## src/rtl/mem_arbiter.sv

```systemverilog
// -----------------------------------------------------------------------------
// mem_arbiter
//
// Shares one single-port unified memory between instruction fetch (I port,
// read-only) and the load/store stage (D port, read/write). Only one access is
// in flight at a time. A grant is issued combinationally in the IDLE cycle a
// request is seen. The response comes back a fixed MEM_LAT cycles later. A
// streak counter makes sure a busy D port cannot starve fetch forever.
//
// Ports:
//   clk_i        clock, rising edge
//   rst_ni       asynchronous active-low reset
//   i_req_i      fetch request, held with i_addr_i until i_gnt_o
//   i_addr_i     fetch byte address
//   i_gnt_o      fetch request accepted this cycle
//   i_rvalid_o   i_rdata_o valid this cycle
//   i_rdata_o    fetch data (0 unless i_rvalid_o)
//   d_req_i      data request, held with d_we/d_addr/d_wdata/d_wstrb until d_gnt_o
//   d_we_i       1 = store, 0 = load
//   d_addr_i     data byte address
//   d_wdata_i    store data
//   d_wstrb_i    store byte strobes
//   d_gnt_o      data request accepted this cycle
//   d_rvalid_o   load data valid / store complete
//   d_rdata_o    load data (0 for stores and whenever d_rvalid_o is 0)
//   mem_en_o     memory access strobe
//   mem_we_o     memory write enable
//   mem_addr_o   memory byte address
//   mem_wdata_o  memory write data
//   mem_wstrb_o  memory byte strobes
//   mem_rdata_i  memory read data, valid MEM_LAT cycles after mem_en_o
//   busy_o       a transaction is in flight
// -----------------------------------------------------------------------------
module mem_arbiter #(
  parameter int unsigned ADDR_WIDTH = 32,
  parameter int unsigned DATA_WIDTH = 32,
  parameter int unsigned MEM_LAT    = 1,
  parameter int unsigned MAX_STREAK = 4
) (
  input  logic                    clk_i,
  input  logic                    rst_ni,
  input  logic                    i_req_i,
  input  logic [ADDR_WIDTH-1:0]   i_addr_i,
  output logic                    i_gnt_o,
  output logic                    i_rvalid_o,
  output logic [DATA_WIDTH-1:0]   i_rdata_o,
  input  logic                    d_req_i,
  input  logic                    d_we_i,
  input  logic [ADDR_WIDTH-1:0]   d_addr_i,
  input  logic [DATA_WIDTH-1:0]   d_wdata_i,
  input  logic [DATA_WIDTH/8-1:0] d_wstrb_i,
  output logic                    d_gnt_o,
  output logic                    d_rvalid_o,
  output logic [DATA_WIDTH-1:0]   d_rdata_o,
  output logic                    mem_en_o,
  output logic                    mem_we_o,
  output logic [ADDR_WIDTH-1:0]   mem_addr_o,
  output logic [DATA_WIDTH-1:0]   mem_wdata_o,
  output logic [DATA_WIDTH/8-1:0] mem_wstrb_o,
  input  logic [DATA_WIDTH-1:0]   mem_rdata_i,
  output logic                    busy_o
);

  // A latency of 0 is not meaningful for a registered macro; treat it as 1.
  localparam int unsigned LAT   = (MEM_LAT < 1) ? 1 : MEM_LAT;
  localparam int unsigned CNT_W = (LAT < 2) ? 1 : $clog2(LAT + 1);
  localparam int unsigned STK_W = (MAX_STREAK < 2) ? 1 : $clog2(MAX_STREAK + 1);
  localparam int unsigned SW    = DATA_WIDTH / 8;

  localparam logic [CNT_W-1:0] LAT_C = CNT_W'(LAT);
  localparam logic [CNT_W-1:0] ONE_C = CNT_W'(1);
  localparam logic [STK_W-1:0] MAX_C = STK_W'(MAX_STREAK);
  localparam logic [STK_W-1:0] SONE_C = STK_W'(1);

  typedef enum logic {
    ST_IDLE = 1'b0,
    ST_BUSY = 1'b1
  } state_e;

  typedef enum logic {
    OWN_I = 1'b0,
    OWN_D = 1'b1
  } owner_e;

  state_e           state_q, state_d;
  owner_e           owner_q, owner_d;
  logic             store_q, store_d;
  logic [CNT_W-1:0] lat_cnt_q, lat_cnt_d;
  logic [STK_W-1:0] streak_q, streak_d;

  logic             d_wins_s;
  logic             req_any_s;

  // D normally wins a contested cycle; once it has won MAX_STREAK contested
  // grants in a row, fetch is forced through.
  assign d_wins_s  = d_req_i & ~(i_req_i & (streak_q == MAX_C));
  // Gating with rst_ni keeps every strobe low while reset is held, even if
  // requesters keep their requests up.
  assign req_any_s = rst_ni & (i_req_i | d_req_i);

  // State register, owner/type latch, latency and streak counters.
  always_ff @(posedge clk_i or negedge rst_ni) begin
    if (!rst_ni) begin
      state_q   <= ST_IDLE;
      owner_q   <= OWN_I;
      store_q   <= 1'b0;
      lat_cnt_q <= {CNT_W{1'b0}};
      streak_q  <= {STK_W{1'b0}};
    end else begin
      state_q   <= state_d;
      owner_q   <= owner_d;
      store_q   <= store_d;
      lat_cnt_q <= lat_cnt_d;
      streak_q  <= streak_d;
    end
  end

  // Arbitration, next-state logic and all outputs.
  always_comb begin
    state_d     = state_q;
    owner_d     = owner_q;
    store_d     = store_q;
    lat_cnt_d   = lat_cnt_q;
    streak_d    = streak_q;
    i_gnt_o     = 1'b0;
    i_rvalid_o  = 1'b0;
    i_rdata_o   = {DATA_WIDTH{1'b0}};
    d_gnt_o     = 1'b0;
    d_rvalid_o  = 1'b0;
    d_rdata_o   = {DATA_WIDTH{1'b0}};
    mem_en_o    = 1'b0;
    mem_we_o    = 1'b0;
    mem_addr_o  = {ADDR_WIDTH{1'b0}};
    mem_wdata_o = {DATA_WIDTH{1'b0}};
    mem_wstrb_o = {SW{1'b0}};
    busy_o      = 1'b0;

    case (state_q)
      ST_IDLE: begin
        if (req_any_s) begin
          mem_en_o  = 1'b1;
          state_d   = ST_BUSY;
          lat_cnt_d = ONE_C;
          if (d_wins_s) begin
            d_gnt_o     = 1'b1;
            mem_we_o    = d_we_i;
            mem_addr_o  = d_addr_i;
            mem_wdata_o = d_wdata_i;
            mem_wstrb_o = d_wstrb_i;
            owner_d     = OWN_D;
            store_d     = d_we_i;
            // Only a grant that actually made fetch wait counts toward the streak.
            if (i_req_i) begin
              if (streak_q == MAX_C) begin
                streak_d = streak_q;
              end else begin
                streak_d = streak_q + SONE_C;
              end
            end else begin
              streak_d = {STK_W{1'b0}};
            end
          end else begin
            i_gnt_o    = 1'b1;
            mem_addr_o = i_addr_i;
            owner_d    = OWN_I;
            store_d    = 1'b0;
            streak_d   = {STK_W{1'b0}};
          end
        end else begin
          state_d = ST_IDLE;
        end
      end

      ST_BUSY: begin
        busy_o = 1'b1;
        if (lat_cnt_q == LAT_C) begin
          // Response cycle: mem_rdata is steered to the owner only.
          state_d   = ST_IDLE;
          lat_cnt_d = {CNT_W{1'b0}};
          if (owner_q == OWN_D) begin
            d_rvalid_o = 1'b1;
            if (store_q) begin
              d_rdata_o = {DATA_WIDTH{1'b0}};
            end else begin
              d_rdata_o = mem_rdata_i;
            end
          end else begin
            i_rvalid_o = 1'b1;
            i_rdata_o  = mem_rdata_i;
          end
        end else begin
          lat_cnt_d = lat_cnt_q + ONE_C;
        end
      end

      default: begin
        state_d   = ST_IDLE;
        lat_cnt_d = {CNT_W{1'b0}};
      end
    endcase
  end

endmodule

```

## config.mk

```make
export PLATFORM = sky130hd
export DESIGN_NAME = mem_arbiter
export DESIGN_NICKNAME = d
export VERILOG_FILES = /design/src/rtl/mem_arbiter.sv
export SDC_FILE = /design/constraint.sdc
export NUM_CORES = 1
export LEC_CHECK = 0
export BUFFER_PORTS_ARGS = -buffer_cell sky130_fd_sc_hd__buf_2
export CAP_MARGIN = 5
export CORE_AREA = 2 2 106 108
export DETAILED_ROUTE_END_ITERATION = 6
export DIE_AREA = 0 0 108 110
export GPL_TIMING_DRIVEN = 1
export SLEW_MARGIN = 20
export SYNTH_ARGS = -nofsm -noshare
export SYNTH_HDL_FRONTEND = slang
export SYNTH_SLANG_ARGS = --single-unit
```

## constraint.sdc

```tcl
create_clock -name clk_i -period 4.4 [get_ports clk_i]
set_clock_uncertainty 0.2 [all_clocks]
set_input_delay 0 -clock clk_i [delete_from_list [all_inputs] [get_ports clk_i]]
set_output_delay 0 -clock clk_i [all_outputs]
set_load 0.01 [all_outputs]
```

==> After elaboration in Yosys (flattened, before gate mapping) <==
Index checks and enable logic that the tools add are counted.
Widths: inputs -> output; s select.
{ "classes": {"add_sub_neg": 2, "n_eq_ne": 3, "mux": 42, "bitwise_logic": 6, "reduce_logical": 2} }
{ "op_table": {"columns": ["cell", "count"], "rows": [
  ["$mux 32", 13],
  ["$mux 1", 21],
  ["$mux 4", 3],
  ["$mux 3", 3],
  ["$pmux 1 s2", 2],
  ["$add 3x1->3 const B", 1],
  ["$and 1x1->1", 3],
  ["$eq 3x3->1 const B", 1],
  ["$ne 3x3->1 const B", 1],
  ["$reduce_and 3->1", 1],
  ["$ne 2x2->1 const B", 1],
  ["$not 1->1", 2],
  ["$reduce_and 2->1", 1],
  ["$add 1x1->1 const B", 1],
  ["$or 1x1->1", 1]
]} }
{ "totals": {"regBits": 7, "output_inout_bits": 139} }

==> Logic depth before layout (Yosys ltp) <==
Gate-level depths: netlist of run 1.
{ "logic_depth": {"word_depth": 7, "ltp_mapped": 7, "mapped_depth_nobuf": 5} }

==> Worst setup path before layout of run 1 <==
OpenSTA, ideal clock, no wires.
{ "synth_path": {"path_type": "flip-flop to output port", "start": "register streak_q[0]", "end": "output port mem_addr_o[23]", "arrival_time_ps": 1361, "t_required_ps": 4200, "path_slack_ps": 2839, "path_stages_with_launch": 7, "n_path_buf": 1, "cell_sequence": "dfrtp_1 -> inv_1 -> ha_1 -> nand2_1 -> a21oi_2 -> buf_2 -> a22o_1"} }
{ "synth_via": {"elab_chain_cells": 7} }
{ "synth_lines": {"columns": ["item", "line_no", "rtl"], "rows": [
  ["from (decl)", "89", "logic [STK_W-1:0] streak_q, streak_d;"],
  ["from (signal assigned)", "108", "streak_q <= {STK_W{1'b0}};"],
  ["from (signal assigned)", "114", "streak_q <= streak_d;"],
  ["$eq 3x3->1", "96", "assign d_wins_s = d_req_i & ~(i_req_i & (streak_q == MAX_C));"],
  ["$and 1x1->1", "96", null],
  ["$not 1->1", "96", null],
  ["$and 1x1->1", "96", null],
  ["$mux 32", "144", "if (d_wins_s) begin"],
  ["$mux 32", "140", "if (req_any_s) begin"],
  ["$mux 32", "138", "case (state_q)"],
  ["to (decl)", "57", "output logic [ADDR_WIDTH-1:0] mem_addr_o,"]
]} }
Every way passes these cells.

==> Worst setup path in the final report of run 1 <==
{ "layout_path": {"start": "register streak_q[0]", "end": "output port mem_addr_o[28]"} }
Same word-level chain as after synthesis.

==> flow_summary_export.csv, run 1 <==
group,metric,value,unit
cells_and_area,final_core_utilization,0.280,
timing,max_freq,461,MHz
synthesis,yosysWarnings,0,
route,avgRoutedWirePerCell,12.9,um
cts,cts-htree-levels,1,
run_status,outcome,"complete, no violations",
die,core-area,10700,um2
timing,finalMaxSlewViolations,0,
cts,root_buffer,"clkbuf_8",
timing,rsz0062_at_grt,"no",
die,rows,38,
cells_and_area,n_antenna_cell,0,
global_route,track_usage,0.106,
min_path,worstHoldPathType,"in2out",
placed_design,place.gp.congestion,0.805,
cells_and_area,stdcell_area,2990,um2
synthesis,ys_types,26,
route,detail-route-antenna-nets,0,
timing,tightest_slew,0.626,ns
timing,final_hold_viol_count,0,
min_path,worstHoldStart,"d_wdata_i[16]",
worst_setup_path,startpoint_type,"flop",
worst_setup_path,startpoint,"streak_q[0]$_DFFE_PN0P_",
pwr,seqPwrFrac,0.141,
cts,cts.sink_count,7,
route,first_iter_violations,85,
global_route,antenna_found_initial,0,
synthesis,synth_area,1430,um2
pwr,swShare,0.440,
cts,ctsResizeCount,0,
die,boundaryPins,276,
pwr,pwr_density_cell,247,nW/um2
cts,clk_latency,0.22,ns
placed_design,placed_cell_area,2890,um2
global_route,first_global_vias,2157,
route,drt-total-wl,7.67,mm
synthesis,synth.net_count,327,
pwr,p_clk_frac,0.121,
worst_setup_path,rr_startpoint,"streak_q[0]$_DFFE_PN0P_",
cts,post_cts_buffers,0,
worst_setup_path,ff2ff_setup_slack,2.57,ns
worst_setup_path,reg2regPathDepth,5,
worst_setup_path,r2r_end,"store_q$_DFFE_PN0P_",
global_route,grt_overflow_total,0,
worst_setup_path,critPathKind,"reg2out",
placed_design,hpwl,6.54,mm
route,via_per_inst,4.03,
synthesis,synth-seq-cells,7,
worst_setup_path,worst_setup_path_end_kind,"output pin",
cts,cts_tree,"done",
cells_and_area,syn2layout_area_growth,109,%
route,drtPass1Iterations,4,
timing,finalSetupViolCount,0,
placed_design,io_buffers,275,
route,vias,2403,
synthesis,ys_seq_area_frac,0.122,
route,drcViolationCount,0,
timing,fin_crit,2.17,ns
timing,slew_headroom,0.583,
pwr,p_switching,325,uW
cts,cts_buffers,3,
pwr,p_leak,0.00195,uW
global_route,grt_pass1_wl,10.2,mm
die,start_util,0.134,
die,fp.dieH,110,um
job,cap_violations,0,
timing,fin_crit_sh,0.493,
cells_and_area,layout-drive-gt1-share,0.694,
worst_setup_path,cp.required,4.20,ns
pwr,ir_worst_vdd,0.111,mV
worst_setup_path,worstPathArrival,1.97,ns
die,dieArea,11900,um2
die,die_w,108,um
timing,tns,0,ns
cells_and_area,finalNetCount,597,
worst_setup_path,crit_end,"mem_addr_o[28]",
synthesis,syn_avg_cell_area,7.63,um2
pwr,comb_power_share,0.738,
worst_setup_path,crit_fanout,71,
cts,clk_pin_slew_worst_paths,0.04,ns
synthesis,synthCells,188,
cts,clockBufferDepth,2,
cts,cts_hold_buf,6,
global_route,grt_max_degree,72,
pwr,p_int,413,uW
power by group through the flow:
| stage | Combinational [uW] | Clock [uW] | Sequential [uW] |
|---|---|---|---|
| after global routing | 601 | 94.8 | 106 |
| after floorplan | 320 | 0 | 101 |
| final | 545 | 89.6 | 104 |
| after global placement | 534 | 0 | 103 |
| after CTS | 550 | 92.8 | 104 |
| after detailed placement | 544 | 0 | 104 |
layout by cell type, fill, tap and decap left out, drive strengths merged, types with 3 or more instances in the layout:
| cell type | netlist | routed |
|---|---|---|
| and2 | 101 | 101 |
| inv | 7 | 7 |
| and3 | 3 | 3 |
| dfrtp | 7 | 7 |
| buf | 9 | 276 |
| a22o | 33 | 33 |
| dlygate4sd3 | 0 | 6 |
| nand2 | 3 | 3 |
| clkbuf | 8 | 4 |
Yosys cell counts:
library cell / number / area [um2]
and2_2: 32 / 240
inv_1: 7 / 26.3
o22ai_1: 2 / 12.5
a21oi_2: 1 / 8.76
buf_2: 4 / 20.0
nand2_1: 3 / 11.3
o21ai_0: 2 / 10.0
clkbuf_1: 6 / 22.5
buf_6: 5 / 56.3
and2b_2: 1 / 8.76
a21oi_1: 1 / 5.00
and2_1: 69 / 432
nor3b_1: 1 / 7.51
xnor2_1: 1 / 8.76
and3_2: 2 / 15.0
clkbuf_2: 2 / 10.0
a22o_1: 33 / 289
nand3_1: 1 / 5.00
nand3b_1: 1 / 7.51
ha_1: 2 / 25.0
mux2i_1: 1 / 10.0
and3_1: 1 / 6.26
a31oi_1: 1 / 6.26
nor2b_2: 1 / 8.76
dfrtp_1: 7 / 175
nand4_1: 1 / 6.26
registers in the layout, indices dropped and copies added, names as in the netlist:
name and cells:
owner_q 1, lat_cnt_q 1, store_q 1, streak_q 3, state_q 1
layer usage:
metal,GRT usage,share of wire
met5,0,0
met4,0.0220,0.0035
met3,0.0194,0.10
met2,0.203,0.52
met1,0.123,0.38
cell families after synthesis:
group	count (synthesis)	share of synthesized area
AO/OA/AOI/OAI	40	0.231
adder cells (fa/ha/maj)	2	0.0174
multiplexers	1	0.00698
AND/OR/NAND/NOR	113	0.522
buffers and inverters	24	0.0942
XOR/XNOR	1	0.00611
flip-flops	7	0.122
through the flow:
stage,power [uW],instances,hold WS (ns),setup WS (ns)
global route,802,597,0.106,2.10
finish,739,597,0.0859,2.23
detailed placement,648,587,-0.345,2.17
CTS,746,597,0.0862,1.91
global placement,638,587,-0.348,2.27
floorplan,422,188,-0.496,2.84
critical path: stages, from the launching register on:
cell     delay [ns]
dfrtp_1        0.34
inv_1          0.06
ha_1           0.23
nand3_1        0.10
and3_4         0.59
a22o_1         0.25
buf_2          0.13
area by class of cell:
| class | count | area, um2 |
|---|---|---|
| Inverter | 7 | 26.3 |
| Tap cell | 140 | 175 |
| Sequential cell | 7 | 175 |
| Timing Repair Buffer | 282 | 1440 |
| Multi-Input combinational cell | 157 | 1130 |
| Fill cell | 1169 | 7700 |
| Clock buffer | 4 | 45.0 |
worst min path at each step:
stage / to / depth (start not counted)
2_1_floorplan: lat_cnt_q$_DFFE_PN0P_ / 0
3_3_place_gp: streak_q[1]$_DFFE_PN0P_ / 1
3_5_place_dp: streak_q[1]$_DFFE_PN0P_ / 1
4_1_cts: mem_wdata_o[16] / 3
5_1_grt: mem_addr_o[9] / 3
6_report: mem_wdata_o[16] / 3
Note: power is estimated with default switching activity, not from simulation.
==> inputs of run 2 (changes only) <==
- clock period: 4.4 -> 2 ns (I/O delays scaled with it)
==> run 2 against run 1 <==
Net effect:
- flip-flop and latch count unchanged
- global-route usage increased by 0.68 points
- clock power rose by 130%
- critical endpoint is now mem_wdata_o[6]
- worst hold slack improved by 0.0015 ns
- cell count grew 0.50%
- count of clock-buffer cells in the layout fell by 1
- design area rose by 3.1%
- largest cell class unchanged
- total power up 130%
- critical path depth rose by 1
- worst setup slack got worse by 2.1 ns
==> flow_summary_export.csv, run 2 (synthesized netlist as in run 1, its figures left out) <==
group,metric,value,unit
run_status,outcome,"complete, no violations",
route,drcViolationCount,0,
job,cap_violations,0,
route,detail-route-antenna-nets,0,
worst_setup_path,rr_startpoint,"streak_q[0]$_DFFE_PN0P_",
route,route.met3.wl,837,um
cells_and_area,largest_reg_flops,3,
worst_setup_path,crit_fanout,31,
pwr,pwr_density_cell,560,nW/um2
cts,root_buffer,"clkbuf_8",
route,via_per_inst,4.07,
die,core-area,10700,um2
placed_design,post-place-ws,0.244,ns
cts,clk_latency,0.24,ns
min_path,worstHoldPathType,"in2out",
timing,tns,0,ns
cts,cts_tree,"done",
route,first_iter_violations,104,
placed_design,io_buffers,275,
die,start_util,0.134,
die,fp.dieH,110,um
timing,fin_crit_sh,0.957,
global_route,grt_overflow_total,0,
cells_and_area,final_core_utilization,0.289,
timing,tightest_slew,0.557,ns
cells_and_area,final_common_cell,"buf_2",
global_route,track_usage,0.113,
cts,clockBufferDepth,2,
timing,rsz0062_at_grt,"no",
timing,finalMaxSlewViolations,0,
timing,max_freq,523,MHz
die,dieArea,11900,um2
timing,final_hold_viol_count,0,
die,die_w,108,um
route,drt-total-wl,8.02,mm
global_route,antenna_found_initial,0,
cells_and_area,top_register,"streak_q",
cts,clk_pin_slew_worst_paths,0.04,ns
cells_and_area,syn2layout_area_growth,115,%
global_route,first_global_vias,2169,
route,drt-met1-wl,2.88,mm
die,boundaryPins,276,
global_route,grt_max_degree,34,
timing,slew_headroom,0.625,
timing,fin_ws,0.0862,ns
worst_setup_path,cp.required,1.80,ns
cells_and_area,finalNetCount,600,
route,drtPass1Iterations,4,
cells_and_area,layout-drive-gt1-share,0.704,
worst_setup_path,worst_setup_path_end_kind,"output pin",
route,vias,2440,
global_route,grt_pass1_wl,10.7,mm
placed_design,place.gp.congestion,0.761,
route,dr_wl_met2,4.22,mm
worst_setup_path,startpoint,"streak_q[0]$_DFFE_PN0P_",
pwr,ir_worst_vdd,0.180,mV
min_path,worstHoldStart,"d_wdata_i[16]",
route,avgRoutedWirePerCell,13.4,um
timing,fin_crit,1.91,ns
cells_and_area,n_antenna_cell,0,
worst_setup_path,worstPathArrival,1.71,ns
cts,cts_buffers,3,
cells_and_area,layout_common_cells,"buf_2 (275), and2_1 (69), a22o_1 (33)",
placed_design,hpwl,6.80,mm
worst_setup_path,startpoint_type,"flop",
route,top_layer_used,"met4",
die,rows,38,
cts,cts-htree-levels,1,
timing,finalSetupViolCount,0,
cts,cts.sink_count,7,
pwr,p_leak,0.00199,uW
worst_setup_path,critPathKind,"reg2out",
[run 2: cell types whose count changed in the layout (fill, tap and decap cells not counted)]
cell	previous run	this run
inv_2	0	2
ha_1	2	1
clkinv_2	0	1
and2b_4	0	1
and2b_2	1	0
nor2b_2	1	0
inv_1	7	5
clkbuf_1	1	0
ha_4	0	1
bufbuf_16	0	1
nor2b_4	0	1
buf_12	0	2
[run 2: final timing paths]
kind / end / slack (ns) / cells after the start
min reg2reg: store_q$_DFFE_PN0P_ / 0.29 / 1
max reg2reg: store_q$_DFFE_PN0P_ / 0.43 / 6
min in group asynchronous: streak_q[0]$_DFFE_PN0P_ / 0.56 / 3
min: mem_wdata_o[16] / 0.09 / 3
max: mem_wdata_o[6] / 0.09 / 7
max in group asynchronous: store_q$_DFFE_PN0P_ / 0.79 / 3
[run 2: layout make-up]
| cell class | count | area [um2] |
|---|---|---|
| fillers | 1142 | 7610 |
| repair buffers | 285 | 1520 |
| multi-input cells | 157 | 1150 |
| flip-flops and latches | 7 | 175 |
| well taps | 140 | 175 |
| clock buffers | 3 | 41.3 |
| inverters | 7 | 26.3 |
| clock inverters | 1 | 5.00 |
[run 2: per-layer routing]
layer  vias up  track usage
met1      1094        0.129
li1       1173            -
met3         7       0.0241
met2       166        0.214
met4         0       0.0284
met5         -            0
[run 2: critical path: stages, from the launching register on]
cell and delay [ns]:
dfrtp_1 0.38, inv_2 0.09, ha_4 0.14, nand3_1 0.07, and3_4 0.19, bufbuf_16 0.29
and2_1 0.17, buf_2 0.14
[run 2: power breakdown]
group	internal, uW	switching [uW]	total, uW
sequential	188	45.7	234
combinational	643	642	1280
clock	136	73.2	209
total	967	761	1730
[run 2: per-stage QoR]
step / instance area (um2) / hold slack (ns) / power [uW] / cells
6_report: 3090 / 0.0873 / 1730 / 600
5_1_grt: 3090 / 0.105 / 1880 / 600
3_3_place_gp: 2930 / -0.346 / 1430 / 589
2_1_floorplan: 1430 / -0.496 / 927 / 188
3_5_place_dp: 2930 / -0.344 / 1460 / 589
4_1_cts: 3070 / 0.0890 / 1720 / 600
[run 2: what timing repair did]
item | CTS | global route
setup buffers | 0 | 0
resized for setup | 2 | 5
setup endpoints to repair | 13 | 65
gates cloned | 1 | 0
hold buffers | 6 | 0
hold endpoints to repair | 12 | 0
pin swaps | 0 | 1
==> inputs of run 3 (changes only) <==
--- a/config.mk
+++ b/config.mk
@@ -13,2 +13,3 @@
 export GPL_TIMING_DRIVEN = 1
+export HOLD_SLACK_MARGIN = 0.12
 export SLEW_MARGIN = 20
==> constraint.sdc (replaced) <==
create_clock -name clk_i -period 2 [get_ports clk_i]
set_clock_uncertainty 0.2 [all_clocks]
set_input_delay 0.2 -clock clk_i [delete_from_list [all_inputs] [get_ports clk_i]]
set_output_delay 0.2 -clock clk_i [all_outputs]
set_load 0.01 [all_outputs]
==> run 3 against run 2 <==
Net effect:
- the run now ends with negative setup slack left
- combinational power rose by 9%
- non-clock buffer count rose by 5
- register-to-register slack lost 0.19 ns
- sequential power rose by 2%
- worst hold slack better by 0.041 ns
- critical path type unchanged
- critical endpoint is now mem_addr_o[23]
- largest power group unchanged
==> flow_summary_export.csv, run 3 (synthesized netlist as in run 1, its figures left out) <==
group,metric,value,unit
pwr,p_clk_frac,0.108,
route,detail-route-antenna-nets,0,
cts,clockBufferDepth,2,
global_route,first_global_vias,2217,
die,start_util,0.134,
route,drtPass1Iterations,4,
pwr,p_leak,0.00203,uW
cts,cts_tree,"done",
timing,fin_crit_sh,1.06,
timing,holdWs,0.128,ns
timing,rsz0062_at_grt,"yes",
worst_setup_path,cp_cell_sequence,"inv_2 > ha_4 > nand3_2 > and3_4 > buf_12 > a22o_1 > buf_2",
pwr,p_switching,793,uW
cells_and_area,finalNetCount,606,
timing,final_hold_viol_count,0,
cells_and_area,multiInputGateArea,1170,um2
global_route,grt_overflow_total,0,
cells_and_area,layout-drive-gt1-share,0.723,
global_route,grt_pass1_wl,10.8,mm
global_route,grt_max_degree,37,
timing,finalSetupViolCount,67,
run_status,violations,"negative setup slack",
worst_setup_path,startpoint_type,"flop",
cells_and_area,top_register,"streak_q",
die,core-area,10700,um2
min_path,worstHoldPathType,"in2reg",
timing,fin_crit,2.12,ns
timing,tns,-3.81,ns
cells_and_area,seq_area,176,um2
die,die_w,108,um
die,dieArea,11900,um2
worst_setup_path,crit_family,"buffers and inverters",
timing,tightest_slew,0.511,ns
worst_setup_path,cpPeakStageDelay,0.39,ns
die,rows,38,
route,drcViolationCount,0,
pwr,swShare,0.431,
pwr,comb_power_share,0.763,
cts,clk_pin_slew_worst_paths,0.04,ns
cells_and_area,fin_cells,606,
cts,cts-htree-levels,1,
die,fp.dieH,110,um
route,vias,2478,
cells_and_area,fillers,1150,
worst_setup_path,ff2ff_setup_slack,0.24,ns
placed_design,io_buffers,275,
placed_design,placed_cell_area,2930,um2
cells_and_area,syn2layout_area_growth,124,%
worst_setup_path,worst_setup_path_end_kind,"output pin",
global_route,track_usage,0.116,
cts,cts_buffers,3,
timing,finalMaxSlewViolations,0,
timing,max_freq,473,MHz
placed_design,hpwl,6.73,mm
pwr,seqPwrFrac,0.129,
cts,clk_latency,0.23,ns
worst_setup_path,critPathKind,"reg2out",
timing,slew_headroom,0.655,
route,via_per_inst,4.09,
job,cap_violations,0,
route,avgRoutedWirePerCell,14.4,um
cts,root_buffer,"clkbuf_8",
cells_and_area,largest_reg_flops,3,
timing,fin_ws,-0.115,ns
cts,cts.sink_count,7,
pwr,p_int,1040,uW
route,first_iter_violations,101,
cells_and_area,stdcell_area,3210,um2
worst_setup_path,cp.required,1.60,ns
cells_and_area,n_antenna_cell,0,
pwr,ir_worst_vdd,0.313,mV
placed_design,dp.cells,589,
run_status,outcome,"finished, violations left",
worst_setup_path,crit_fanout,18,
global_route,antenna_found_initial,0,
die,boundaryPins,276,
pwr,pwr_density_cell,573,nW/um2
pwr,total_power,1840,uW
worst_setup_path,critPathSlowestCell,"dfrtp_1",
route,drt-total-wl,8.73,mm
worst_setup_path,worstPathArrival,1.72,ns
cells_and_area,layout_common_cells,"buf_2 (270), and2_1 (65), a22o_1 (33)",
worst_setup_path,critPathBufInv,3,
placed_design,place.gp.congestion,0.750,
cells_and_area,final_common_cell,"buf_2",
## run 3: cell count changes in the layout (fill, tap and decap cells not counted), moves of 2 or more
cell	delta
buf_6	+6
and2_1	-4
buf_2	-5
buf_4	+4
dlygate4sd3_1	-2
and2_4	+4
buf_16	+2
## run 3: power groups by stage
stage / Clock [uW] / Sequential [uW] / Combinational [uW]
final: 198 / 238 / 1400
after global routing: 211 / 245 / 1530
after CTS: 200 / 231 / 1330
after detailed placement: 0 / 230 / 1230
after global placement: 0 / 227 / 1200
after floorplan: 0 / 223 / 704
## run 3: what timing repair did
item,in CTS,in global routing
endpoints found under the setup margin,102,107
buffers inserted,2,2
hold endpoints to repair,9,0
gates resized for setup,9,13
hold buffers,4,0
pin swaps,1,1
gates cloned,2,3
## run 3: metrics by stage
step	setup WS, ns	util
after detailed placement	0.0588	0.273
after CTS	-0.0979	0.291
after global routing	-0.180	0.300
after floorplan	0.239	-
final	-0.115	0.300
after global placement	0.0942	0.273
## run 3: tightest hold or removal path, delay by kind of cell
kind / cells / cell delay (ns)
buf+inv: 1 / 0.13
mux: 1 / 0.08
simple gates: 1 / 0.10
## run 3: area by class of cell
cell class | count | share of cell area
Sequential cell | 7 | 0.0550
Multi-Input combinational cell | 158 | 0.364
Inverter | 7 | 0.00819
Tap cell | 140 | 0.0546
Clock buffer | 4 | 0.0140
Timing Repair Buffer | 290 | 0.504
## run 3: routing by layer
layer  part of all wire  track usage
met2               0.54        0.235
met3               0.10       0.0241
met4             0.0026       0.0165
met5                  0            0
met1               0.36        0.124
## run 3: worst paths after layout
path | start | cells after the start | to
max | streak_q[0]$_DFFE_PN0P_ | 7 | mem_addr_o[23]
min | i_req_i | 3 | streak_q[0]$_DFFE_PN0P_
max reg2reg | streak_q[0]$_DFFE_PN0P_ | 7 | store_q$_DFFE_PN0P_
min reg2reg | lat_cnt_q$_DFFE_PN0P_ | 1 | state_q$_DFF_PN0_
max in group asynchronous | rst_ni | 3 | state_q$_DFF_PN0_
min in group asynchronous | rst_ni | 3 | streak_q[2]$_DFFE_PN0P_
